`config.mk`:
```
export PLATFORM = sky130hd
export DESIGN_NAME = hc112_drv_flat
export DESIGN_NICKNAME = d
export VERILOG_FILES = /design/src/rtl/hc112_drv_if.sv /design/src/rtl/hc112_drv.sv /design/src/flat_wrapper.sv
export SDC_FILE = /design/constraint.sdc
export NUM_CORES = 1
export LEC_CHECK = 0
export CAP_MARGIN = 15
export CORE_ASPECT_RATIO = 0.7
export CORE_MARGIN = 2
export CORE_UTILIZATION = 45
export DETAILED_ROUTE_END_ITERATION = 8
export PLACE_DENSITY = 0.68
export SETUP_SLACK_MARGIN = 0.15
export SLEW_MARGIN = 20
export SYNTH_ARGS = -nofsm -noshare
export SYNTH_HDL_FRONTEND = slang
export SYNTH_SLANG_ARGS = --single-unit
export TNS_END_PERCENT = 50
```
`constraint.sdc`:
```
create_clock -name CPN -period 4.6 [get_ports CPN]
set_input_delay 0.46 -clock CPN [delete_from_list [all_inputs] [get_ports CPN]]
set_output_delay 0.46 -clock CPN [all_outputs]
set_load 0.02 [all_outputs]
```
`src/rtl/hc112_drv_if.sv`:
```
// hc112_drv_if: CPU request/ack bus plus the JK excitation and Q feedback lines of the hc112 bank.
interface hc112_drv_if #(parameter int WIDTH = 2);
    logic             REQ;
    logic [1:0]       OP;
    logic [WIDTH-1:0] TGT;
    logic [WIDTH-1:0] QFB;
    logic [WIDTH-1:0] J;
    logic [WIDTH-1:0] K;
    logic             FCP;
    logic             FRDN;
    logic             FSDN;
    logic             BUSY;
    logic             ACK;
    logic             ERR;
    modport master (output REQ, OP, TGT, QFB, input J, K, FCP, FRDN, FSDN, BUSY, ACK, ERR);
    modport slave  (input REQ, OP, TGT, QFB, output J, K, FCP, FRDN, FSDN, BUSY, ACK, ERR);
endinterface

```
`src/rtl/hc112_drv.sv`:
```
// hc112_drv: drives a bank of JK flip-flops to a target with strobe, read-back and retry.
// Define HC112_TOGGLE_EN to excite mismatched bits with J=K=1 instead of directed set/reset.
module hc112_drv #(
    parameter int WIDTH     = 2,
    parameter int WAIT_CYC  = 1,
    parameter int MAX_RETRY = 2
) (
    input logic CPN,
    input logic RDN,
    hc112_drv_if.slave bus
);
    typedef enum logic [2:0] {S_IDLE, S_SETUP, S_PULSE, S_SETTLE, S_CHECK, S_DONE, S_FAIL} state_t;
    localparam logic [3:0] W_END = 4'(WAIT_CYC - 1);
    localparam logic [2:0] MAX_R = 3'(MAX_RETRY);
    state_t           r_state;
    logic [1:0]       r_op;
    logic [WIDTH-1:0] r_tgt;
    logic [3:0]       r_wait;
    logic [2:0]       r_retry;
    logic [1:0]       w_op;
    logic [WIDTH-1:0] w_tgt, w_j, w_k;
    // In IDLE the excitation is computed from the incoming request so it is ready on entry to SETUP.
    always_comb begin
        w_op  = (r_state == S_IDLE) ? ((bus.OP == 2'b11) ? 2'b00 : bus.OP) : r_op;
        w_tgt = (r_state == S_IDLE) ? ((w_op == 2'b01) ? '0 : (w_op == 2'b10) ? '1 : bus.TGT) : r_tgt;
`ifdef HC112_TOGGLE_EN
        w_j   = (w_op == 2'b00) ? (w_tgt ^ bus.QFB) : '0;
        w_k   = w_j;
`else
        w_j   = (w_op == 2'b00) ? (w_tgt & ~bus.QFB) : '0;
        w_k   = (w_op == 2'b00) ? (~w_tgt & bus.QFB) : '0;
`endif
    end
    always_ff @(posedge CPN) begin
        if (!RDN) begin
            r_state  <= S_IDLE;
            r_op     <= '0;
            r_tgt    <= '0;
            r_wait   <= '0;
            r_retry  <= '0;
            bus.J    <= '0;
            bus.K    <= '0;
            bus.FCP  <= 1'b0;
            bus.FRDN <= 1'b1;
            bus.FSDN <= 1'b1;
            bus.BUSY <= 1'b0;
            bus.ACK  <= 1'b0;
            bus.ERR  <= 1'b0;
        end else begin
            case (r_state)
                S_IDLE: if (bus.REQ) begin
                    r_op     <= w_op;
                    r_tgt    <= w_tgt;
                    r_wait   <= '0;
                    r_retry  <= '0;
                    bus.ERR  <= 1'b0;
                    bus.BUSY <= 1'b1;
                    bus.J    <= w_j;
                    bus.K    <= w_k;
                    bus.FRDN <= (w_op != 2'b01);
                    bus.FSDN <= (w_op != 2'b10);
                    r_state  <= S_SETUP;
                end
                S_SETUP: if (r_wait == W_END) begin
                    r_wait  <= '0;
                    bus.FCP <= 1'b1;
                    r_state <= S_PULSE;
                end else begin
                    r_wait <= r_wait + 4'd1;
                    bus.J  <= w_j;
                    bus.K  <= w_k;
                end
                S_PULSE: begin
                    bus.FCP  <= 1'b0;
                    bus.J    <= '0;
                    bus.K    <= '0;
                    bus.FRDN <= 1'b1;
                    bus.FSDN <= 1'b1;
                    r_state  <= S_SETTLE;
                end
                S_SETTLE: if (r_wait == W_END) begin
                    r_wait  <= '0;
                    r_state <= S_CHECK;
                end else begin
                    r_wait <= r_wait + 4'd1;
                end
                S_CHECK: if (bus.QFB == r_tgt) begin
                    bus.ACK <= 1'b1;
                    r_state <= S_DONE;
                end else if (r_retry < MAX_R) begin
                    r_retry  <= r_retry + 3'd1;
                    bus.J    <= w_j;
                    bus.K    <= w_k;
                    bus.FRDN <= (r_op != 2'b01);
                    bus.FSDN <= (r_op != 2'b10);
                    r_state  <= S_SETUP;
                end else begin
                    bus.ERR <= 1'b1;
                    bus.ACK <= 1'b1;
                    r_state <= S_FAIL;
                end
                default: begin
                    bus.ACK  <= 1'b0;
                    bus.BUSY <= 1'b0;
                    r_state  <= S_IDLE;
                end
            endcase
        end
    end
endmodule

```
`src/flat_wrapper.sv`:
```
// flat-port wrapper written by rule: the top's interface ports become plain ports
module hc112_drv_flat 
#(
    parameter int WIDTH     = 2,
    parameter int WAIT_CYC  = 1,
    parameter int MAX_RETRY = 2
)
  (CPN, RDN, bus_REQ, bus_OP, bus_TGT, bus_QFB, bus_J, bus_K, bus_FCP, bus_FRDN, bus_FSDN, bus_BUSY, bus_ACK, bus_ERR);
  hc112_drv_if #(.WIDTH(WIDTH)) bus_i ();
  input logic CPN;
  input logic RDN;
  input wire logic [$bits(bus_i.REQ)-1:0] bus_REQ;
  input wire logic [$bits(bus_i.OP)-1:0] bus_OP;
  input wire logic [$bits(bus_i.TGT)-1:0] bus_TGT;
  input wire logic [$bits(bus_i.QFB)-1:0] bus_QFB;
  output wire logic [$bits(bus_i.J)-1:0] bus_J;
  output wire logic [$bits(bus_i.K)-1:0] bus_K;
  output wire logic [$bits(bus_i.FCP)-1:0] bus_FCP;
  output wire logic [$bits(bus_i.FRDN)-1:0] bus_FRDN;
  output wire logic [$bits(bus_i.FSDN)-1:0] bus_FSDN;
  output wire logic [$bits(bus_i.BUSY)-1:0] bus_BUSY;
  output wire logic [$bits(bus_i.ACK)-1:0] bus_ACK;
  output wire logic [$bits(bus_i.ERR)-1:0] bus_ERR;
  assign bus_i.REQ = bus_REQ;
  assign bus_i.OP = bus_OP;
  assign bus_i.TGT = bus_TGT;
  assign bus_i.QFB = bus_QFB;
  assign bus_J = bus_i.J;
  assign bus_K = bus_i.K;
  assign bus_FCP = bus_i.FCP;
  assign bus_FRDN = bus_i.FRDN;
  assign bus_FSDN = bus_i.FSDN;
  assign bus_BUSY = bus_i.BUSY;
  assign bus_ACK = bus_i.ACK;
  assign bus_ERR = bus_i.ERR;
  hc112_drv #(.WIDTH(WIDTH), .WAIT_CYC(WAIT_CYC), .MAX_RETRY(MAX_RETRY)) u_core (.CPN(CPN), .RDN(RDN), .bus(bus_i));
endmodule
```
Word-level counts from Yosys, hierarchy flattened
Index checks and enable logic that the tools add are counted.
{ "totals": {"regBits": 24, "input_bits": 9, "out_inout_bits": 10, "elab_cells": 111} }
{ "classes": {"addsub": 2, "magnitude_cmp": 1, "eq_ne": 20, "muxes": 48, "bitwise_logic": 6, "reduce_logical": 21} }
{ "ops": {"columns": ["operator", "count"], "rows": [
  ["$mux 2", 15],
  ["$mux 3", 8],
  ["$pmux 2 s4", 2],
  ["$pmux 3 s5", 1],
  ["$mux 1", 12],
  ["$ne 2x2->1 const B", 6],
  ["$reduce_and 4->1", 3],
  ["$ne 2x1->1 const B", 5],
  ["$reduce_and 2->1", 5],
  ["$mux 4", 2],
  ["$pmux 1 s2", 4],
  ["$pmux 4 s2", 1],
  ["$reduce_or 4->1", 2],
  ["$eq 3x2->1 const B", 2],
  ["$pmux 1 s3", 2],
  ["$pmux 3 s2", 1],
  ["$reduce_bool 2->1", 3],
  ["$reduce_and 5->1", 1],
  ["$add 4x1->4 const B", 1],
  ["$and 2x2->2", 2],
  ["$eq 2x2->1 const B", 2],
  ["$logic_not 4->1", 1],
  ["$not 2->2", 2],
  ["$reduce_bool 4->1", 1],
  ["other kinds (13)", 14]
]} }

Depth between registers and ports, before layout
Gate-level depths: netlist (run 1).
{ "logic_depth": {"word_depth": 13, "mapped_depth": 6, "depth_no_buf": 6} }

Least setup slack after synthesis (run 1)
Ideal clock, no wire load.
{ "synth_timing": {"path_kind": "input to register", "start": "input bus_REQ", "end": "register u_core.r_retry[0]", "setup_time_ps": 128, "t_arrival_ps": 1677, "setup_slack_ps": 2795, "path_stages": 6, "n_path_buf": 2, "path_cell_list": "clkbuf_1 or4b_2 clkbuf_1 nand2_1 mux2_2 nor2_1"} }
{ "synth_between": {"elab_chain_len": 2} }
{ "synth_lines": {"columns": ["item", "line", "text"], "rows": [
  ["start, declared", "flat_wrapper.sv:12", "input wire logic [$bits(bus_i.REQ)-1:0] bus_REQ;"],
  ["$ne 2x2->1 (no line)", null, null],
  ["$reduce_and 4->1 (no line)", null, null],
  ["end signal, assigned", "hc112_drv.sv:91", "r_retry <= r_retry + 3'd1;"],
  ["end, declared", "hc112_drv.sv:19", "logic [2:0] r_retry;"]
]} }
No other way between the ends.
A chain may end at the register's enable or synchronous reset.

Worst setup path after layout (run 1)
{ "layout_timing": {"start": "register u_core.r_state[2]", "end": "register u_core.bus.K[0]"} }
{ "layout_between": {"elab_chain_len": 12, "elab_cells_between_ends": 25, "cone_classes": "eq/ne (9); mux (10); bitwise (2); reduce/logical (4)"} }
{ "layout_lines": {"columns": ["item", "line", "text"], "rows": [
  ["start, declared", "hc112_drv.sv:15", "state_t r_state;"],
  ["start signal, assigned", "hc112_drv.sv:36", "r_state <= S_IDLE;"],
  ["start signal, assigned", "hc112_drv.sv:62", "r_state <= S_SETUP;"],
  ["start signal, assigned", "hc112_drv.sv:67", "r_state <= S_PULSE;"],
  ["$logic_not 3->1", "hc112_drv.sv:24, hc112_drv.sv:25, hc112_drv.sv:50", null],
  ["$mux 2", "hc112_drv.sv:24", "w_op = (r_state == S_IDLE) ? ((bus.OP == 2'b11) ? 2'b00 : bus.OP) : r_op;"],
  ["$eq 2x2->1", "hc112_drv.sv:25", "w_tgt = (r_state == S_IDLE) ? ((w_op == 2'b01) ? '0 : (w_op == 2'b10) ? '1 : bus.TGT) : r_tgt;"],
  ["$mux 2 (3 in series)", "hc112_drv.sv:25", null],
  ["$not 2->2", "hc112_drv.sv:31", "w_k = (w_op == 2'b00) ? (~w_tgt & bus.QFB) : '0;"],
  ["$and 2x2->2", "hc112_drv.sv:31", null],
  ["$mux 2", "hc112_drv.sv:31", null],
  ["$mux 2", "hc112_drv.sv:90", "end else if (r_retry < MAX_R) begin"],
  ["$mux 2", "hc112_drv.sv:87", "S_CHECK: if (bus.QFB == r_tgt) begin"],
  ["$pmux 2 s4", "hc112_drv.sv:50", "case (r_state)"],
  ["end signal, assigned", "hc112_drv.sv:59", "bus.K <= w_k;"],
  ["end signal, assigned", "hc112_drv.sv:71", "bus.K <= w_k;"],
  ["end signal, assigned", "hc112_drv.sv:93", "bus.K <= w_k;"],
  ["end, declared", "hc112_drv_if.sv:16", "modport slave (input REQ, OP, TGT, QFB, output J, K, FCP, FRDN, FSDN, BUSY, ACK, ERR);"]
]} }
Parallel ways exist; a longest one is shown, timed or not. The select of a mux whose other input is x is not followed.

==> results.sh, run 1 <==
export IMPL_status="finished clean"
export IMPL_critical_path_arrival_ns=2.25
export IMPL_fin_tns_setup_ns=0
export IMPL_start_kind="register"
export IMPL_clock_root_buffer="clkbuf_8"
export IMPL_fin_crit_ns=2.08
export IMPL_gp_congestion=0.814
export IMPL_synth_distinct_cells=38
export IMPL_grt_first_pass_wirelength_mm=5.35
export IMPL_crit_slowest_cell="dfxtp_1"
export IMPL_rows=16
export IMPL_antenna_found_initial=0
export IMPL_antenna_left=0
export IMPL_numCtsBuffers=3
export IMPL_grt_usage_pct=19.4
export IMPL_start_util_pct=47.6
export IMPL_layout_cells_non_filler=212
export IMPL_synthFlopType="dfxtp_1"
export IMPL_syn_area_per_cell_um2=8.18
export IMPL_ys_warn_count=0
export IMPL_finalCritPeriodShare_pct=45.3
export IMPL_clk_insertion_delay_late_ns=0.26
export IMPL_cpPeakStageDelay_ns=0.64
export IMPL_utilization_pct=56.0
export IMPL_ys_seq_elements=24
export IMPL_areaGrowthSynthToFinish_pct=17.6
export IMPL_fp_dieW_um=69.1
export IMPL_cts_resized=0
export IMPL_layout_nets=190
export IMPL_drt_iter0_markers=164
export IMPL_io_buffers=18
export IMPL_grt_max_degree=18
export IMPL_finalSetupViolations=0
export IMPL_p_leak_nw=0.556
export IMPL_final_area_um2=1570
export IMPL_io_pins=19
export IMPL_synth_enable_flop_cells=0
export IMPL_hpwlAfterDp_mm=2.30
export IMPL_hold_violations=0
export IMPL_rsz0062_at_grt="false"
export IMPL_drive_above_1_share_pct=7.39
export IMPL_die_h_um=49.6
export IMPL_post_cts_buffers=0
export IMPL_holdCritPathClass="reg2reg"
export IMPL_clk_path_buf_depth=2
export IMPL_worst_hold_slack_ns=0.482
export IMPL_clock_sinks=24
export IMPL_clk_pin_slew_worst_paths_ns=0.08
export IMPL_crit_chain="or3b_4 > a2111oi_4 > o211ai_2 > o32ai_1"
export IMPL_n_antenna_cell=0
export IMPL_post_drt_via_cell_ratio=5.82
export IMPL_crit_fanout=16
export IMPL_max_freq_mhz=480
export IMPL_p_per_area_nw_per_um2=319
export IMPL_yosysSeqAreaShare_pct=36.0
export IMPL_syn_inst=163
export IMPL_ys_async_sr_fraction_pct=0
export IMPL_wl_per_cell_um=14.9
export IMPL_dpl_cell_area_um2=1530
export IMPL_drc_errors=0
export IMPL_ctsHoldBuffers=0
export IMPL_die_area_um2=3420
export IMPL_wl_mm=3.16
export IMPL_maxSlewViolCount=0
export IMPL_syn_num_nets=175
export IMPL_place_inst=209
export IMPL_cp_data_required_time_ns=4.76
export IMPL_tightest_slew_ns=0.657
export IMPL_core_um2=2800
export IMPL_pre_cts_ws_ns=2.30
export IMPL_worstSetupPathType="reg2reg"
export IMPL_via_count=1234
export IMPL_first_global_vias=1152
export IMPL_crit_path_end_kind="register"
export IMPL_slew_headroom_pct=56.0
export IMPL_overflow=0
export IMPL_cts_htree_levels=1
export IMPL_vdd_ir_drop_worst_v=0.000216
export IMPL_clock_skew_ns=0.00384
export IMPL_drt_first_pass_iters=4
export IMPL_cts_tree="done"
export IMPL_total_power_uw=500
export IMPL_max_cap_viol_count=0
export IMPL_synth_area_um2=1330
export IMPL_worst_slack_ns=2.52
critical path, delay by kind of cell, from the launching register on:
family             cells  cell delay (ns)
and+or+nand+nor        1             0.47
AOI/OAI and AO/OA      3             0.87
DFF                    1             0.64
routing by layer:
| metal | up-vias | GRT usage [%] | wire [µm] |
|---|---|---|---|
| met5 | - | 0 | 0 |
| met4 | 0 | 3.92 | 13 |
| met3 | 2 | 5.73 | 218 |
| met2 | 42 | 27.4 | 1250 |
| met1 | 570 | 28.9 | 1680 |
| li1 | 620 | - | - |
Yosys cell counts, drive strengths merged (4+ instances only):
cell	count	area [µm²]
dfxtp	24	480
nor2	17	63.8
a21oi	14	70.1
nand2	13	48.8
nor3	9	50.1
o21ai	9	45.0
o32ai	8	70.1
clkbuf	7	26.3
inv	7	26.3
nand3	6	30.0
nand2b	5	31.3
a22oi	4	30.0
nor2b	4	25.0
power breakdown:
group,total [mW],switching (mW),internal (mW)
combinational,0.136,0.0751,0.0607
clock,0.121,0.0629,0.0584
sequential,0.243,0.0222,0.221
sequential cells by signal, indices dropped and copies added (netlist names):
name,count
u_core.r_retry,3
u_core.bus.ACK,1
u_core.r_op,2
u_core.bus.J,2
u_core.bus.FRDN,1
u_core.bus.BUSY,1
u_core.r_tgt,2
u_core.bus.FSDN,1
u_core.bus.FCP,1
u_core.bus.ERR,1
u_core.r_state,3
u_core.r_wait,4
u_core.bus.K,2
cell usage in the layout (no fill, tap or decap), types with 3 or more instances in the layout:
master,instances
o32ai_1,8
a22oi_1,4
inv_1,7
o21ai_0,9
dfxtp_1,24
clkdlybuf4s50_1,18
a21oi_1,14
mux2_2,3
nand3_1,6
mux2i_1,3
nand2b_1,5
ha_1,3
nor3_1,8
clkbuf_8,3
nand2_1,13
nor2b_1,4
nor2_1,17
area by class of cell:
type                            instances  area, µm²
Multi-Input combinational cell        124        796
Clock buffer                            3       41.3
Tap cell                               36       45.0
Sequential cell                        24        480
Inverter                                7       26.3
Timing Repair Buffer                   18        180
Fill cell                             267       1230
kinds of logic (layout without fill, tap and decap cells):
group,after synthesis,after routing,share of synthesized area (%)
flip-flops,24,24,36.0
AND/OR/NAND/NOR,65,65,25.1
XOR/XNOR,4,4,2.63
adder cells (fa/ha/maj),3,3,2.81
AO/OA/AOI/OAI,46,46,24.3
buffers and inverters,15,28,4.32
multiplexers,6,6,4.78
final timing paths:
kind | start | to | slack [ns] | depth (start not counted)
setup / recovery | u_core.r_state[2] | u_core.bus.K[0] | 2.52 | 4
hold / removal | u_core.bus.J[1] | u_core.bus.J[1] | 0.48 | 2
setup reg to reg | u_core.r_state[2] | u_core.bus.K[0] | 2.52 | 4
hold reg to reg | u_core.bus.J[1] | u_core.bus.J[1] | 0.48 | 2
Note: power is estimated with default switching activity, not from simulation.
==> inputs of run 2 (changes only) <==
--- a/config.mk
+++ b/config.mk
@@ -10,7 +10,7 @@
 export CORE_MARGIN = 2
 export CORE_UTILIZATION = 45
 export DETAILED_ROUTE_END_ITERATION = 8
-export PLACE_DENSITY = 0.68
+export PLACE_DENSITY = 0.71
 export SETUP_SLACK_MARGIN = 0.15
 export SLEW_MARGIN = 20
 export SYNTH_ARGS = -nofsm -noshare
==> constraint.sdc (replaced) <==
create_clock -name CPN -period 1.67 [get_ports CPN]
set_input_delay 0.167 -clock CPN [delete_from_list [all_inputs] [get_ports CPN]]
set_output_delay 0.167 -clock CPN [all_outputs]
set_load 0.02 [all_outputs]
==> run 2 against run 1 <==
Compared with the run above: the run now ends with setup timing left; utilization is 16 points higher; highest routed layer unchanged; clock power grew to 4.2 times the previous value; first-iteration DRC count is 6.7% lower; critical path depth stayed put; sequential share of layout area is 5.9 points lower; cell area is 28% higher; combinational power grew to 4.5 times the previous value; via count is 19% higher; setup slack worse by 2.5 ns; final cell count is 15% higher; register-to-register slack worse by 2.5 ns.
==> results.sh, run 2 (same netlist as run 1, synthesis figures left out) <==
export IMPL_start_kind="register"
export IMPL_r2r_start="u_core.r_state[0]"
export IMPL_r2r_cells=4
export IMPL_top_usage_layer="met2"
export IMPL_finalSetupViolations=1
export IMPL_failed_checks="setup timing"
export IMPL_fp_dieW_um=69.1
export IMPL_crit_path_end_kind="register"
export IMPL_clk_insertion_delay_late_ns=0.27
export IMPL_first_global_vias=1288
export IMPL_vdd_ir_drop_worst_v=0.000621
export IMPL_clock_sinks=24
export IMPL_grtUsageMet3_pct=4.91
export IMPL_largest_reg_flops=4
export IMPL_wl_per_cell_um=18.6
export IMPL_clock_root_buffer="clkbuf_8"
export IMPL_met2_usage_pct=39.3
export IMPL_cts_tree="done"
export IMPL_p_leak_nw=0.752
export IMPL_gr_usage_met1_pct=33.8
export IMPL_holdPathStages=2
export IMPL_post_drt_via_cell_ratio=6.00
export IMPL_core_um2=2800
export IMPL_die_h_um=49.6
export IMPL_mostFrequentLayoutCells="buf_4, clkdlybuf4s50_1, dfxtp_1"
export IMPL_max_cap_viol_count=0
export IMPL_cp_data_required_time_ns=1.85
export IMPL_holdCritPathClass="reg2reg"
export IMPL_tightest_slew_ns=0.429
export IMPL_numCtsBuffers=3
export IMPL_hold_violations=0
export IMPL_rows=16
export IMPL_min_delay_worst_endpoint="u_core.bus.ACK"
export IMPL_gp_congestion=0.858
export IMPL_multi_input_area_um2=930
export IMPL_utilization_pct=71.6
export IMPL_grt_max_degree=15
export IMPL_cts_htree_levels=1
export IMPL_fin_crit_ns=1.68
export IMPL_wl_mm=4.53
export IMPL_worst_hold_slack_ns=0.488
export IMPL_via_count=1464
export IMPL_drt_first_pass_iters=4
export IMPL_min_from="u_core.bus.ACK"
export IMPL_drive_above_1_share_pct=33.2
export IMPL_grt_first_pass_wirelength_mm=6.49
export IMPL_clk_pin_slew_worst_paths_ns=0.09
export IMPL_fillers=204
export IMPL_maxSlewViolCount=0
export IMPL_crit_fanout=6
export IMPL_grt_usage_pct=24.6
export IMPL_final_seq_area_um2=495
export IMPL_die_area_um2=3420
export IMPL_io_buffers=18
export IMPL_worst_slack_ns=-0.00533
export IMPL_finalCritPeriodShare_pct=100
export IMPL_areaGrowthSynthToFinish_pct=50.4
export IMPL_dpl_cell_area_um2=1710
export IMPL_final_area_um2=2010
export IMPL_drt_iter0_markers=153
export IMPL_antenna_found_initial=0
export IMPL_io_pins=19
export IMPL_status="finished, violations left"
export IMPL_top_register="u_core.r_wait"
export IMPL_overflow=0
export IMPL_antenna_left=0
export IMPL_worstSetupPathType="reg2reg"
export IMPL_slew_headroom_pct=71.3
export IMPL_clock_skew_ns=0.00724
export IMPL_p_per_area_nw_per_um2=884
export IMPL_rsz0062_at_grt="true"
export IMPL_clk_path_buf_depth=2
export IMPL_n_antenna_cell=0
export IMPL_hpwlAfterDp_mm=2.88
export IMPL_mostFrequentLayoutCell="buf_4"
export IMPL_start_util_pct=47.6
export IMPL_layout_nets=221
export IMPL_drc_errors=0
export IMPL_critical_path_arrival_ns=1.85
export IMPL_ff2ff_setup_slack_ns=-0.005
export IMPL_reg_largest_list="u_core.r_wait x4, u_core.r_retry x3, u_core.r_state x3"
export IMPL_r2r_end="u_core.bus.J[0]"
export IMPL_max_freq_mhz=597
## run 2: changes by cell type in the layout (fill, tap and decap cells not counted), moves of 4 or more
cell     previous run  this run
buf_4               0        25
buf_6               0         4
dfxtp_1            24        18
o32ai_1             8         3
o32ai_2             0         4
## run 2: timing repair
action,CTS,global route
pin swaps,8,12
endpoints found under the hold margin,0,0
cloned,0,0
setup buffers,4,5
hold buffers,0,0
endpoints found under the setup margin,12,19
gates resized for setup,17,22
## run 2: through the flow
| step | total power, mW | setup WS [ns] | instances | TNS [ns] |
|---|---|---|---|---|
| 2_1_floorplan | 0.955 | 0.0725 | 163 | 0 |
| 3_3_place_gp | 1.11 | -0.167 | 231 | -0.654 |
| 3_5_place_dp | 1.12 | -0.185 | 231 | -1.40 |
| 4_1_cts | 1.71 | 0.0382 | 239 | 0 |
| 5_1_grt | 1.85 | -0.0533 | 244 | -0.0942 |
| 6_report | 1.77 | -0.00533 | 244 | -0.00533 |
## run 2: worst max path at each step
stage                       from           endpoint  slack, ns  cells past startpoint
3_5_place_dp             bus_REQ  u_core.r_retry[1]      -0.18                      4
5_1_grt         u_core.r_wait[0]    u_core.bus.J[0]      -0.05                      7
6_report       u_core.r_state[0]    u_core.bus.J[0]     -0.005                      4
3_3_place_gp             bus_REQ  u_core.r_retry[1]      -0.17                      4
2_1_floorplan  u_core.r_state[0]    u_core.bus.K[1]       0.07                      5
4_1_cts        u_core.r_state[2]    u_core.bus.J[0]       0.04                      4
## run 2: cell type report
| type | instances | area share (%) |
|---|---|---|
| flip-flops and latches | 24 | 24.7 |
| multi-input cells | 124 | 46.4 |
| inverters | 7 | 1.31 |
| repair buffers | 49 | 21.8 |
| clock inverters | 1 | 1.50 |
| well taps | 36 | 2.25 |
| clock buffers | 3 | 2.06 |
## run 2: layer usage
metal	up-vias	part of all wire, %
li1	677	-
met1	712	43
met2	67	47
met3	8	8.4
met4	0	1.8
met5	-	0
## run 2: worst max-delay path, cell delays in order (launching register included)
cell	delay [ns]
dfxtp_4	0.39
or3b_4	0.41
a2111oi_4	0.31
o211ai_4	0.18
o32ai_2	0.29
## run 2: power breakdown
group / switching (mW) / total (mW) / internal [mW]
clock: 0.187 / 0.507 / 0.321
sequential: 0.0459 / 0.657 / 0.611
combinational: 0.324 / 0.609 / 0.285
total: 0.556 / 1.77 / 1.22
